**src/rtl/dram_arbiter.sv**
```systemverilog
// dram_arbiter: shares a single-port data RAM (7-bit address, 8-bit data,
// synchronous write, registered synchronous read) between the CPU core and an
// external requester. One access is granted per cycle. Read data returns one
// cycle after the grant with a valid strobe on the port that issued the read.
// Optional build macro DRAM_ARB_RR_EN: when defined, round-robin arbitration
// replaces the fixed-priority / starvation-escape (NORMAL/FORCE) scheme.
module dram_arbiter #(
  parameter int WORD_DEPTH = 70,
  parameter int MAX_WAIT   = 4
) (
  input  logic       clk,
  input  logic       reset,
  input  logic       cpu_req,
  input  logic       cpu_we,
  input  logic [6:0] cpu_addr,
  input  logic [7:0] cpu_din,
  output logic       cpu_gnt,
  output logic       cpu_rvalid,
  output logic [7:0] cpu_rdata,
  input  logic       ext_req,
  input  logic       ext_we,
  input  logic [6:0] ext_addr,
  input  logic [7:0] ext_din,
  output logic       ext_gnt,
  output logic       ext_rvalid,
  output logic [7:0] ext_rdata,
  output logic [6:0] ram_address,
  output logic       ram_we,
  output logic       ram_re,
  output logic [7:0] ram_din,
  input  logic [7:0] ram_dout
);

  localparam logic [7:0] DEPTH_L = 8'(WORD_DEPTH);

  typedef enum logic [1:0] {OWN_NONE, OWN_CPU, OWN_EXT} owner_t;

  logic       cpu_gnt_c, ext_gnt_c;
  logic       any_gnt, sel_we, sel_in_range;
  logic       cpu_in_range, ext_in_range;
  owner_t     rd_owner_p1;
  logic       oor_p1;
  logic [7:0] rd_word;
  logic [7:0] cpu_hold, ext_hold;

`ifdef DRAM_ARB_RR_EN
  logic last_ext;

  // Round-robin: on contention the port that did not win last time goes first.
  always_comb begin
    cpu_gnt_c = 1'b0;
    ext_gnt_c = 1'b0;
    if (!reset) begin
      cpu_gnt_c = cpu_req & (~ext_req | last_ext);
      ext_gnt_c = ext_req & (~cpu_req | ~last_ext);
    end
  end

  // Remember the most recent winner; CPU counts as last winner after reset.
  always_ff @(posedge clk) begin
    if (reset)          last_ext <= 1'b0;
    else if (cpu_gnt_c) last_ext <= 1'b0;
    else if (ext_gnt_c) last_ext <= 1'b1;
  end
`else
  localparam logic [3:0] MAX_L = 4'(MAX_WAIT);

  typedef enum logic {NORMAL, FORCE} state_t;

  state_t     state, state_n;
  logic [3:0] wait_cnt, wait_n;

  function automatic logic [3:0] sat_inc(input logic [3:0] v);
    return (v >= MAX_L) ? MAX_L : v + 4'd1;
  endfunction

  // Fixed CPU priority; a starving external port gets one forced grant.
  always_comb begin
    cpu_gnt_c = 1'b0;
    ext_gnt_c = 1'b0;
    state_n   = state;
    wait_n    = wait_cnt;
    if (!reset) begin
      case (state)
        NORMAL: begin
          cpu_gnt_c = cpu_req;
          ext_gnt_c = ext_req & ~cpu_req;
          if (!ext_req || ext_gnt_c) wait_n = 4'd0;
          else                       wait_n = sat_inc(wait_cnt);
          if (wait_n == MAX_L) state_n = FORCE;
        end
        FORCE: begin
          ext_gnt_c = ext_req;
          state_n   = NORMAL;
          wait_n    = 4'd0;
        end
        default: begin
          state_n = NORMAL;
          wait_n  = 4'd0;
        end
      endcase
    end
  end

  // Arbitration state and starvation counter.
  always_ff @(posedge clk) begin
    if (reset) begin
      state    <= NORMAL;
      wait_cnt <= 4'd0;
    end else begin
      state    <= state_n;
      wait_cnt <= wait_n;
    end
  end
`endif

  assign cpu_gnt = cpu_gnt_c;
  assign ext_gnt = ext_gnt_c;

  assign cpu_in_range = {1'b0, cpu_addr} < DEPTH_L;
  assign ext_in_range = {1'b0, ext_addr} < DEPTH_L;

  // RAM port follows the granted requester; CPU inputs when nothing is granted.
  always_comb begin
    any_gnt      = cpu_gnt_c | ext_gnt_c;
    sel_we       = ext_gnt_c ? ext_we       : cpu_we;
    sel_in_range = ext_gnt_c ? ext_in_range : cpu_in_range;
    ram_address  = ext_gnt_c ? ext_addr     : cpu_addr;
    ram_din      = ext_gnt_c ? ext_din      : cpu_din;
    ram_we       = any_gnt & sel_we & sel_in_range;
    ram_re       = any_gnt & ~sel_we & sel_in_range;
  end

  // ---- stage p1: read issued last edge, RAM output valid this cycle ----
  // Track which port owns the read currently coming back from the RAM.
  always_ff @(posedge clk) begin
    if (reset)                   rd_owner_p1 <= OWN_NONE;
    else if (any_gnt && !sel_we) rd_owner_p1 <= ext_gnt_c ? OWN_EXT : OWN_CPU;
    else                         rd_owner_p1 <= OWN_NONE;
  end

  // Out-of-range reads never touched the RAM and return zero instead.
  always_ff @(posedge clk) begin
    oor_p1 <= ~sel_in_range;
  end

  assign rd_word    = oor_p1 ? 8'h00 : ram_dout;
  assign cpu_rvalid = (rd_owner_p1 == OWN_CPU) & ~reset;
  assign ext_rvalid = (rd_owner_p1 == OWN_EXT) & ~reset;
  assign cpu_rdata  = cpu_rvalid ? rd_word : cpu_hold;
  assign ext_rdata  = ext_rvalid ? rd_word : ext_hold;

  // Each port's read data holds its last returned value between reads.
  always_ff @(posedge clk) begin
    if (cpu_rvalid) cpu_hold <= rd_word;
    if (ext_rvalid) ext_hold <= rd_word;
  end

endmodule

```
**config.mk**
```make
export PLATFORM = sky130hd
export DESIGN_NAME = dram_arbiter
export DESIGN_NICKNAME = d
export VERILOG_FILES = /design/src/rtl/dram_arbiter.sv
export SDC_FILE = /design/constraint.sdc
export NUM_CORES = 1
export LEC_CHECK = 0
export ABC_CLOCK_PERIOD_IN_PS = 1770
export CORE_MARGIN = 5
export CORE_UTILIZATION = 36
export CTS_BUF_LIST = sky130_fd_sc_hd__clkbuf_4 sky130_fd_sc_hd__clkbuf_8
export CTS_CLUSTER_DIAMETER = 200
export DETAILED_ROUTE_END_ITERATION = 16
export PLACE_DENSITY_LB_ADDON = 0.05
export SETUP_SLACK_MARGIN = 0.5
export SLEW_MARGIN = 15
export SYNTH_ARGS = -nofsm -noshare
export SYNTH_HDL_FRONTEND = slang
export SYNTH_SLANG_ARGS = --single-unit
```
**constraint.sdc**
```tcl
create_clock -name clk -period 1.77 [get_ports clk]
set_input_delay 0.354 -clock clk [delete_from_list [all_inputs] [get_ports clk]]
set_output_delay 0.354 -clock clk [all_outputs]
set_load 0.01 [all_outputs]
```
# Yosys cells after proc, flatten, opt, wreduce, memory -nomap -nowiden
# Cells that the tools add are included.
[classes]
muxes = 19
reduce_logical = 5
n_lt_le_gt_ge = 3
bitwise = 14
add_sub_neg = 1
n_eq_ne = 3
[op_table]
columns = ["op", "n"]
rows = [
  ["8-bit 2-to-1 mux", 4],
  ["4-bit 2-to-1 mux", 4],
  ["7-bit < comparator, second input constant", 2],
  ["4-bit one-hot mux with 2 select lines", 1],
  ["1-bit AND", 7],
  ["7-bit 2-to-1 mux", 1],
  ["1-bit 2-to-1 mux", 6],
  ["1-bit NOT", 6],
  ["4-bit by 1-bit adder with 4-bit output, second input constant", 1],
  ["4-bit by 3-bit equality test with 1-bit output, second input constant", 1],
  ["4-bit by 3-bit >= comparator with 1-bit output, second input constant", 1],
  ["1-bit one-hot mux with 2 select lines", 2],
  ["2-bit by 1-bit equality test with 1-bit output, second input constant", 1],
  ["2-bit equality test, second input constant", 1],
  ["1-bit zero test", 2],
  ["2-bit 2-to-1 mux", 1],
  ["2-bit OR reduction", 1],
  ["1-bit logical AND", 1],
  ["1-bit logical OR", 1],
  ["1-bit bitwise OR", 1],
]
[totals]
in_bits = 44
word_cells = 51
reg_bits = 24
out_inout_bits = 37

# Depth between registers and ports, before layout
[depth]
ltp_word = 9
depth_mapped = 5
mapped_depth_nobuf = 4

# Least setup slack after synthesis
# Ideal clock, no wire load.
[synth_path]
kind = "input to output"
startpoint = "input cpu_addr[1]"
endpoint = "output ram_we"
cell_stages = 3
path_buffers = 0
required_time_ns = 1.416
arrival_ns = 1.279
slack_ns = 0.137
path_cell_list = "a2111oi_4 -> o22ai_2 -> nor4_1"
[synth_via]
elab_chain_len = 3
[synth_rtl]
columns = ["element", "line_no", "rtl"]
rows = [
  ["from (decl)", "15", "input logic [6:0] cpu_addr,"],
  ["7-bit < comparator", "120", "assign cpu_in_range = {1'b0, cpu_addr} < DEPTH_L;"],
  ["1-bit 2-to-1 mux", "127", "sel_in_range = ext_gnt_c ? ext_in_range : cpu_in_range;"],
  ["1-bit AND", "130", "ram_we = any_gnt & sel_we & sel_in_range;"],
  ["to (decl)", "28", "output logic ram_we,"],
]
# No other way between the ends.

# Worst setup path after layout
[layout_path]
startpoint = "register rd_owner_p1[1]"
endpoint = "output cpu_rdata[2]"
[layout_via]
elab_chain_len = 3
[layout_rtl]
columns = ["element", "line_no", "rtl"]
rows = [
  ["from (decl)", "41", "owner_t rd_owner_p1;"],
  ["from (signal assigned)", "138", "else if (any_gnt && !sel_we) rd_owner_p1 <= ext_gnt_c ? OWN_EXT : OWN_CPU;"],
  ["2-bit by 1-bit equality test with 1-bit output", "148", "assign cpu_rvalid = (rd_owner_p1 == OWN_CPU) & ~reset;"],
  ["1-bit AND", "148", ""],
  ["8-bit 2-to-1 mux", "-", ""],
  ["to (decl)", "19", "output logic [7:0] cpu_rdata,"],
]
# No other way between the ends.

==> metrics.txt <==
hold buffers post-CTS=0; largest family of logic cells by synthesized area=simple AND/OR/NAND/NOR gates; Placed Cells=244; Starting Density=between 30% and 40%; Post-layout nets=263; Hold Vio Cnt, Final=0; # rows=20; antenna cells=0; initial antenna violation count=0; final setup vio count=29; Largest delay share family, worst path=simple AND/OR/NAND/NOR gates; Syn Nets=162; Die Ht=66.8 um; FFs w/ async S/R, synth=0%; Main synth FF type=dfxtp_1; vias in the first global route=1251; WP data required=roughly 1400 ps; largest net degree at the start of global routing=14; met2 routed WL=about 2400 um; worst setup margin=-215 ps; Post-Synth XOR/XNOR Area=0%; post-synthesis mux area share=17.0%; Final min period=1980 ps; die width=66.8 um; vias per cell=4.65; crit share post-route=112%; Synth Register Bits=24; yosys warns=0; Synth Area in Simple Gates=20.9%; Crit Path Max Fanout=8; core box area=3080 um^2; Iteration-0 DRC Markers=21; Post-synth EDFFs=0; critical path arrival=1630 ps; CTS H-tree lvls=1; Synth Area in Compound Gates=15.0%; Mapped Cells=117; HPWL Detailed=3030 um; P_leak=around 1.1 nW; Multi-input gate area=885 um^2; num ports=81; Adder-Cell Fraction of Synth Area=1.08%; Post-Route M1 WL=1480 um; total power draw=around 1.6 mW; layout cells sized above 1=59.4%; DRT Wirelength=4180 um; die area=4460 um^2; final std cells w/o fill=261; GRT Total Usage=18.6%; CTS Buffer Depth=2; via count=1214; I/O Buffers=80; f_max=504 MHz; met3 wire len=about 270 um; most common cell after layout, fill and taps aside=clkdlybuf4s50_1; slowest cell delay on critical path=roughly 430 ps; DRT antenna net count=0; Critical Path, Cell by Cell=or3b_4, buf_6, buf_16, nand2_4, o21ai_2, buf_2; Critical Path End Type=output port; pre-CTS setup slack=-860 ps; run status=complete, but fails checks; Peak supply drop=0.592 mV; clock slew at reported path FFs=130 ps; TritonCTS clock tree=done; clock root cell=clkbuf_4; fin util=79.6%; clk_lat worst skew=approximately 310 ps; unrepaired setup endpoints after global routing=true; syn_area_per_cell=roughly 10 um^2; total congestion overflow=0; pwr/cell area=~640 nW/um^2; first-pass detailed-route iteration total=4; Setup crit start kind=flip-flop; worst min path class=in -> reg; violated checks=negative setup slack; WS Path Type=reg -> out; routability cong.=approximately 0.8; CTS Sinks=24; max cap viols=0; Worst path slowest cell=or3b_4; cts bufs inserted=3; Area Overhead vs Synth=111%; DRC=0; Clock Skews=6.85 ps; most frequent cells in the layout=29 x clkdlybuf4s50_1, 23 x buf_6, 21 x buf_2; Filler Cell Count=203; Reg area=488 um^2; mapped cell area=1160 um^2; Slew Viols, Final=0; worst hold slack=430 ps; sequential area share after synthesis=about two fifths; routed len/inst=16.0 um; Max Used Layer=met4; global-route wire length before repair=6260 um; post-synthesis cell type count=28; worst path bufs/invs=3
==> sequential cells by signal, summed over array words and instances (netlist names) <==
name	cells
cpu_hold	8
ext_hold	8
wait_cnt	4
rd_owner_p1	2
oor_p1	1
state	1
==> area by class of cell <==
| cell class | instances | area share, % |
|---|---|---|
| Multi-Input combinational cell | 86 | 36.1 |
| Sequential cell | 24 | 19.9 |
| Tap cell | 44 | 2.25 |
| Inverter | 3 | 0.562 |
| Clock buffer | 4 | 1.48 |
| Timing Repair Buffer | 100 | 39.7 |
==> cell families (layout without fill, tap and decap cells) <==
family / count (synthesis) / after routing
buffers and inverters: 7 / 107
multiplexers: 15 / 15
other: 1 / 1
AND/OR/NAND/NOR: 47 / 47
flip-flops: 24 / 24
adder cells (fa/ha/maj): 1 / 1
AO/OA/AOI/OAI: 22 / 22
==> final timing paths <==
kind	end	depth (start not counted)	slack, ps	from
worst max-delay path	cpu_rdata[2]	6	-210	rd_owner_p1[1]
worst min-delay path	wait_cnt[0]	5	430	ext_req
worst max register to register	cpu_hold[2]	6	390	rd_owner_p1[1]
worst min register to register	ext_hold[5]	2	460	ext_hold[5]
==> timing repair <==
item	CTS	global route
resized for setup	218	10
endpoints found under the setup margin	53	44
gates cloned	3	0
pin swaps	14	4
setup buffers	6	4
==> per-stage QoR <==
step | instance area (um^2) | setup TNS (ps)
floorplan | 1330 | 0
global placement | 2220 | -23740
detailed placement | 2220 | -25320
CTS | 2390 | -3880
global route | 2450 | -7200
finish | 2450 | -5210
==> report_power, final <==
group,switching [mW],internal (mW),leakage [nW]
combinational,0.271,0.355,0.915
sequential,0.0395,0.616,0.200
clock,0.160,0.126,0.0210
==> worst reg2reg max path: cells and delay by family (launching register included) <==
kind / cells / cell delay, ps
and+or+nand+nor: 2 / 490
AOI/OAI and AO/OA: 1 / 50
DFF: 1 / 340
buffers and inverters: 3 / 430
==> synthesized netlist by cell type, types with 2 or more instances <==
library cell / instances / area, um^2
a2111oi_4: 2 / 55.1
buf_6: 3 / 33.8
dfxtp_1: 24 / 480
inv_1: 3 / 11.3
mux2_2: 6 / 67.6
mux2_4: 8 / 120
nand2_1: 20 / 75.1
nand2b_1: 10 / 62.6
nor2_1: 7 / 26.3
o21ai_0: 9 / 45.0
o21ai_1: 7 / 35.0
o21ai_2: 2 / 17.5
==> metal layers <==
metal / vias to the layer above / track usage [%]
met5: - / 0
li1: 603 / -
met3: 8 / 6.07
met2: 45 / 35.3
met1: 558 / 20.0
met4: 0 / 3.05
Note: power is estimated with default switching activity, not from simulation.
